--- src/rtl/div4_vector_seq.sv ---
// Sequential 64/32 unsigned restoring divider on 16-bit limbs.
// One quotient bit per cycle; divide-by-zero and quotient overflow are reported in a single cycle.
module div4_vector_seq (
  input  logic        clk,
  input  logic        rst_n,
  input  logic        in_valid,
  output logic        in_ready,
  input  logic [15:0] y3,
  input  logic [15:0] y2,
  input  logic [15:0] y1,
  input  logic [15:0] y0,
  input  logic [15:0] b1,
  input  logic [15:0] b0,
  output logic        out_valid,
  input  logic        out_ready,
  output logic [15:0] q1,
  output logic [15:0] q0,
  output logic [15:0] r1,
  output logic [15:0] r0,
  output logic        err_div0,
  output logic        err_ovf
);

  typedef enum logic [1:0] {
    IDLE = 2'd0,
    CALC = 2'd1,
    DONE = 2'd2
  } state_t;

  state_t      state_reg, state_next;
  logic [32:0] p_reg, p_next;
  logic [31:0] s_reg, s_next;
  logic [31:0] quo_reg, quo_next;
  logic [31:0] b_reg, b_next;
  logic [4:0]  cnt_reg, cnt_next;
  logic [31:0] q_reg, q_next;
  logic [31:0] r_reg, r_next;
  logic        err_div0_reg, err_div0_next;
  logic        err_ovf_reg, err_ovf_next;

  logic [31:0] b_in;
  logic [31:0] y_hi;
  logic [32:0] t_step;
  logic [32:0] p_step;
  logic        q_bit;

  assign b_in = {b1, b0};
  assign y_hi = {y3, y2};

  // One restoring step: bring in the next dividend bit, subtract if it fits.
  always_comb begin
    t_step = {p_reg[31:0], s_reg[31]};
    q_bit  = (t_step >= {1'b0, b_reg});
    p_step = q_bit ? (t_step - {1'b0, b_reg}) : t_step;
  end

  always_comb begin
    state_next    = state_reg;
    p_next        = p_reg;
    s_next        = s_reg;
    quo_next      = quo_reg;
    b_next        = b_reg;
    cnt_next      = cnt_reg;
    q_next        = q_reg;
    r_next        = r_reg;
    err_div0_next = err_div0_reg;
    err_ovf_next  = err_ovf_reg;

    case (state_reg)
      IDLE: begin
        if (in_valid) begin
          b_next = b_in;
          if (b_in == 32'd0) begin
            state_next    = DONE;
            err_div0_next = 1'b1;
            q_next        = 32'hFFFF_FFFF;
            r_next        = {y1, y0};
          end else if (y_hi >= b_in) begin
            // Upper half already >= divisor: the quotient cannot fit in 32 bits.
            state_next   = DONE;
            err_ovf_next = 1'b1;
            q_next       = 32'hFFFF_FFFF;
            r_next       = 32'd0;
          end else begin
            state_next = CALC;
            p_next     = {1'b0, y_hi};
            s_next     = {y1, y0};
            quo_next   = 32'd0;
            cnt_next   = 5'd0;
          end
        end
      end
      CALC: begin
        p_next   = p_step;
        s_next   = {s_reg[30:0], 1'b0};
        quo_next = {quo_reg[30:0], q_bit};
        cnt_next = cnt_reg + 5'd1;
        if (cnt_reg == 5'd31) begin
          state_next = DONE;
          q_next     = {quo_reg[30:0], q_bit};
          r_next     = p_step[31:0];
        end
      end
      DONE: begin
        if (out_ready) begin
          state_next    = IDLE;
          err_div0_next = 1'b0;
          err_ovf_next  = 1'b0;
        end
      end
      default: begin
        state_next = IDLE;
      end
    endcase
  end

  always_ff @(posedge clk) begin
    if (!rst_n) begin
      state_reg    <= IDLE;
      p_reg        <= 33'd0;
      s_reg        <= 32'd0;
      quo_reg      <= 32'd0;
      b_reg        <= 32'd0;
      cnt_reg      <= 5'd0;
      q_reg        <= 32'd0;
      r_reg        <= 32'd0;
      err_div0_reg <= 1'b0;
      err_ovf_reg  <= 1'b0;
    end else begin
      state_reg    <= state_next;
      p_reg        <= p_next;
      s_reg        <= s_next;
      quo_reg      <= quo_next;
      b_reg        <= b_next;
      cnt_reg      <= cnt_next;
      q_reg        <= q_next;
      r_reg        <= r_next;
      err_div0_reg <= err_div0_next;
      err_ovf_reg  <= err_ovf_next;
    end
  end

  assign in_ready  = (state_reg == IDLE);
  assign out_valid = (state_reg == DONE);
  assign q1        = q_reg[31:16];
  assign q0        = q_reg[15:0];
  assign r1        = r_reg[31:16];
  assign r0        = r_reg[15:0];
  assign err_div0  = err_div0_reg;
  assign err_ovf   = err_ovf_reg;

endmodule

--- config.mk ---
export PLATFORM = sky130hd
export DESIGN_NAME = div4_vector_seq
export DESIGN_NICKNAME = d
export VERILOG_FILES = /design/src/rtl/div4_vector_seq.sv
export SDC_FILE = /design/constraint.sdc
export NUM_CORES = 1
export LEC_CHECK = 0
export ABC_CLOCK_PERIOD_IN_PS = 3100
export CAP_MARGIN = 5
export CORE_MARGIN = 5
export CORE_UTILIZATION = 55
export CTS_CLUSTER_SIZE = 30
export DETAILED_ROUTE_END_ITERATION = 10
export GPL_TIMING_DRIVEN = 0
export PLACE_DENSITY = 0.82
export SLEW_MARGIN = 0
export SYNTH_ARGS = -nofsm -noshare
export SYNTH_HDL_FRONTEND = slang
export SYNTH_SLANG_ARGS = --single-unit
--- constraint.sdc ---
create_clock -name clk -period 3.1 [get_ports clk]
set_clock_uncertainty 0.1 [all_clocks]
set_input_delay 0.31 -clock clk [delete_from_list [all_inputs] [get_ports clk]]
set_output_delay 0.31 -clock clk [all_outputs]
set_load 0.005 [all_outputs]
=== After elaboration in Yosys (flattened, before gate mapping) ===
Cells that the tools add are included.

* Magnitude comparators: 2
* $add $sub $neg: 2
* Muxes and demuxes: 41
* Equal/unequal tests: 11
* Reduce and logical (&&, ||, !) cells: 10

{| class="wikitable"
|+ Operator list
! kind !! number
|-
| 32-bit 2-to-1 mux || 15
|-
| 32-bit one-hot mux with 2 select lines || 4
|-
| 31-bit 2-to-1 mux || 3
|-
| 31-bit one-hot mux with 2 select lines || 1
|-
| 33-bit by 32-bit greater-or-equal comparator with 1-bit output || 1
|-
| 32-bit greater-or-equal comparator || 1
|-
| 32-bit logical NOT || 1
|-
| 32-bit subtractor || 1
|-
| 5-bit 2-to-1 mux || 3
|-
| 4-bit AND reduction || 3
|-
| 2-bit 2-to-1 mux || 5
|-
| 5-bit one-hot mux with 2 select lines || 1
|-
| 2-bit inequality test, second input constant || 4
|-
| 1-bit 2-to-1 mux || 6
|-
| 2-bit by 1-bit inequality test with 1-bit output, second input constant || 3
|-
| 2-bit one-hot mux with 3 select lines || 1
|-
| 5-bit by 1-bit adder with 5-bit output, second input constant || 1
|-
| 5-bit equality test, second input constant || 1
|-
| 5-bit AND reduction || 1
|-
| 1-bit one-hot mux with 2 select lines || 2
|-
| 2-bit nonzero test || 2
|-
| 3-bit by 1-bit inequality test with 1-bit output, second input constant || 1
|-
| 3-bit AND reduction || 1
|-
| 2-bit by 1-bit equality test with 1-bit output, second input constant || 1
|-
| 3 further kinds || 3
|}

* Logic and storage cells: 76
* Register bits after elaboration: 200
* Output and inout port bits: 68
* Input port bits: 100

=== Longest topological paths before layout ===
* Depth after elaboration: 5
* Mapped depth: 15
* Mapped depth without buffers: 13

=== Worst setup path before layout ===
OpenSTA, ideal clock, no wires.

* Path type: register to register
* Start point: register s_reg[31]
* End point: register r_reg[30]
* Clock period less this slack: 2.896 ns
* Arrival time: 2.673 ns
* Buffers on the path: 0
* Library setup time: 0.123 ns
* Slack: 0.204 ns
* Data required time: 2.877 ns
* Cell stages (with the launch flop): 14
* Cell sequence: dfxtp_1 > inv_1 > ha_1 > inv_1 > fa_1 > a21o_1 > a221oi_2 > o41a_1 > o2111ai_1 > a21oi_1 > a31oi_1 > mux2_1 > a221oi_1 > nor2_1

* Word-level cells in the longest chain between the ends: 4
* Elaborated cells between the ends (all ways): 5
* Those cells by class: add/sub (1); order compare (1); mux (3)

{| class="wikitable"
|+ RTL lines
! item !! line !! text
|-
| from (decl) || 32 || <nowiki>logic [31:0] s_reg, s_next;</nowiki>
|-
| from (signal assigned) || 132 || <nowiki>s_reg <= s_next;</nowiki>
|-
| 32-bit subtractor or 33-bit by 32-bit greater-or-equal comparator with 1-bit output (tied branches) || 54, 53 ||
|-
| 32-bit 2-to-1 mux * || 54 || <nowiki>p_step = q_bit ? (t_step - {1'b0, b_reg}) : t_step;</nowiki>
|-
| 32-bit 2-to-1 mux * || 98 || <nowiki>if (cnt_reg == 5'd31) begin</nowiki>
|-
| 32-bit one-hot mux with 2 select lines * || 69 || <nowiki>case (state_reg)</nowiki>
|-
| to (signal assigned) || 137 || <nowiki>r_reg <= r_next;</nowiki>
|-
| to (decl) || 37 || <nowiki>logic [31:0] r_reg, r_next;</nowiki>
|}

Every way passes the cells marked *; elsewhere a longest branch is shown, timed or not. The select of a mux whose other input is x is not followed.
A chain may end at the register's enable or synchronous reset.

=== Worst setup path after layout ===
Same ends and word-level chain as after synthesis.

==> impl_results.md <==
- Actual slew at the worst max-slew pin: 863 ps
- Final setup fails: 1
- Max-slew headroom: 42.5%
- Critical path peak fanout: 3
- Mux cell area share after synthesis: about 1.6%
- Crit path arrival time: approximately 3400 ps
- Worst-path clk slew: around 80 ps
- Core area: 19600 sq um
- Main combinational cell family by area after synthesis: compound AO/OA/AOI/OAI gates
- Post-Synth Adder-Cell Area: 7.66%
- Pwr Density: 762 nW/um^2
- Met3 Track Usage GR: 7.79%
- ANT cells: 0
- Post-route minimum period: 3120 ps
- Crit path from: s_reg[31]$_SDFFE_PN0P_
- Leakage: between 5 and 6 nW
- Status: complete, but fails checks
- Max-slew violations: 0
- Most used routing layer: met2
- Port bufs: 167
- EDFF count, synth: 0
- Via/cell ratio: between 6 and 7
- Global placer's final weighted congestion: 1.00
- Iteration-0 DRC Markers: 1393
- Seq cells post-synth: 200
- Max clock buf depth: 2
- Pin count of the biggest net entering global routing: 25
- Synthesis-to-layout area growth: 31.7%
- RSZ-0062 raised after global routing: true
- Die Height: 152 microns
- Die W: about 150 microns
- CP Class: flop to flop
- TritonRoute pass-1 iters: 6
- Mapped Cells: 1475
- CTS sink cnt: 200
- Total power: between 0.01 and 0.015 W
- Max-cap violations: 0
- HP Class: input port to flop
- Simple-gate area share of the yosys netlist: a little over a fifth
- Initial antenna violation count: 0
- Vias in the first global route: 11360
- Clk Latency, worst-skew pair: 450 ps
- Tcrit/Tclk final: 101%
- # H-tree levels: 4
- Initial Util: a little under three fifths
- Ys async rst share: 0%
- Nets: 1851
- Row count: 51
- Synth Warn #: 0
- XOR/XNOR share of the synthesized area: 1.98%
- TritonCTS clock tree: done
- RR Startpoint: s_reg[31]$_SDFFE_PN0P_
- Dpl cell area: 13000 sq um
- Met2 Use GR: between 50% and 60%
- Peak supply drop: 598 uV
- Sequential area share after synthesis: 36.2%
- Layout cell share with drive strength beyond 1: 12.1%
- Final ANT Viol Nets: 0
- Worst Path Required: 3340 ps
- Final instance area: 14500 sq um
- Failing checks: setup timing
- Final WL: 41000 microns
- Met1 usage: 44.3%
- Final worst-path setup slack: -20.2 ps
- First-pass GRT wire length: 60900 microns
- Startpoint types: flop
- Complex-gate fraction of the synthesized area: 23.7%
- Die area: between 20000 and 25000 sq um
- Primary FF master, synth: dfxtp_1
- Gr ovfl total: 0
- # IOs: 168
- DRC viols: 0
- Hold Violations, Final: 0
- Wire per inst: ~21 microns
- Peak Freq: 0.320 GHz
- Unique masters post-synth: 68
- Routed via count: 12250
- Worst Setup End Kind: flop
- Inserted Clock Buffers: 17
- Most frequent cells in the layout: nand2_1 (223), dfxtp_1 (195), a21oi_1 (176), nor2_1 (155), clkdlybuf4s50_1 (130)
- Syn Area/Cell: 7.49 sq um
- Commonest non-fill, non-tap cell in the layout: nand2_1
- Setup TNS: -20.2 ps
- CTS root buf: clkbuf_16
- Mapped Area: 11000 sq um
- Reg2reg setup slack: -20 ps
- R2r worst-path depth: 13
- FF-to-FF End: r_reg[30]$_SDFFE_PN0P_
- Detailed Place HPWL: 30200 microns
- Tot GR Track Use: between 30% and 40%
- Hold-fix buffers, CTS: 0
- Syn Nets: approximately 1600
- Worst setup endpoint: r_reg[30]$_SDFFE_PN0P_
- Pre-CTS setup slack: -1600 ps
==> timing repair <==
action                     in CTS  in global routing
setup buffers                  25                  8
pin swaps                      36                 25
setup endpoints to repair     166                131
resized for setup             119                 84
gates cloned                    0                  1
==> area by class of cell <==
type,instances,area [sq um]
Fill cell,1589,5050
Clock buffer,17,425
Inverter,77,289
Buffer,97,520
Timing Repair Buffer,201,1930
Tap cell,265,332
Multi-Input combinational cell,1090,6820
Clock inverter,15,218
Sequential cell,200,4010
==> layer usage <==
layer,vias up,routed length [microns]
met2,778,18300
met4,0,2160
met5,-,0
met1,5705,16000
met3,170,4550
li1,5597,-
==> synth_stat cells (all sizes together), types with 5 or more instances <==
cell type	n	area, sq um
a21oi	188	948
dfxtp	200	4000
o211ai	8	60.1
and3	6	37.5
nand2b	5	31.3
nor3	77	385
ha	66	826
nand3b	6	45.0
a211oi	10	75.1
nor4	9	56.3
o21a	17	128
clkbuf	81	304
nand3	28	140
nor2	164	618
a22oi	37	278
nand2	224	841
o221a	9	101
o221ai	5	43.8
a31oi	37	231
xor2	9	78.8
o21bai	5	37.5
a21o	15	113
and2	8	50.1
nand4	17	106
nor2b	6	37.5
o21ai	60	304
xnor2	16	140
mux2i	13	130
inv	77	289
buf	27	173
==> how the worst min path moves through the flow <==
stage	start	cells past startpoint	slack, ps	endpoint
after global placement	b_reg[27]$_SDFFE_PN0P_	2	340	b_reg[27]$_SDFFE_PN0P_
final	b0[1]	3	60	b_reg[1]$_SDFFE_PN0P_
after global routing	b0[1]	3	90	b_reg[1]$_SDFFE_PN0P_
after floorplan	s_reg[0]$_SDFFE_PN0P_	2	330	s_reg[0]$_SDFFE_PN0P_
after detailed placement	b_reg[9]$_SDFFE_PN0P_	2	350	b_reg[9]$_SDFFE_PN0P_
after CTS	b1[14]	3	180	b_reg[30]$_SDFFE_PN0P_
==> critical path, stage by stage, from the launching register on <==
cell and delay, ps:
dfxtp_2 330, inv_2 80, ha_4 140, inv_2 30
fa_2 340, a21o_1 230, a221oi_4 330, o41a_1 270
o2111ai_2 160, a21oi_4 240, a31oi_2 130, mux2_4 330
a221oi_2 220, nor2_1 70
==> report_power, final <==
part           total, W  internal, W  switching, W
Clock           0.00241      0.00114       0.00127
Combinational   0.00553      0.00240       0.00313
Sequential      0.00314      0.00287      0.000261
==> stage by stage <==
| step | hold slack [ps] | utilization [%] | std cells |
|---|---|---|---|
| finish | 57.9 | 74.2 | 1962 |
| global route | 87.7 | 74.2 | 1962 |
| CTS | 176 | 72.2 | 1958 |
| detailed placement | 348 | 66.6 | 1907 |
| global placement | 342 | 66.6 | 1907 |
| floorplan | 332 | - | 1475 |
==> kinds of logic after synthesis <==
logic type / Yosys count
xor gates and xnor gates: 25
muxes: 17
and+or+nand+nor: 558
AOI/OAI and AO/OA: 423
adders and majority gates: 67
DFF: 200
buffers and inverters: 185
No activity file was read; power rests on OpenSTA's default activity.
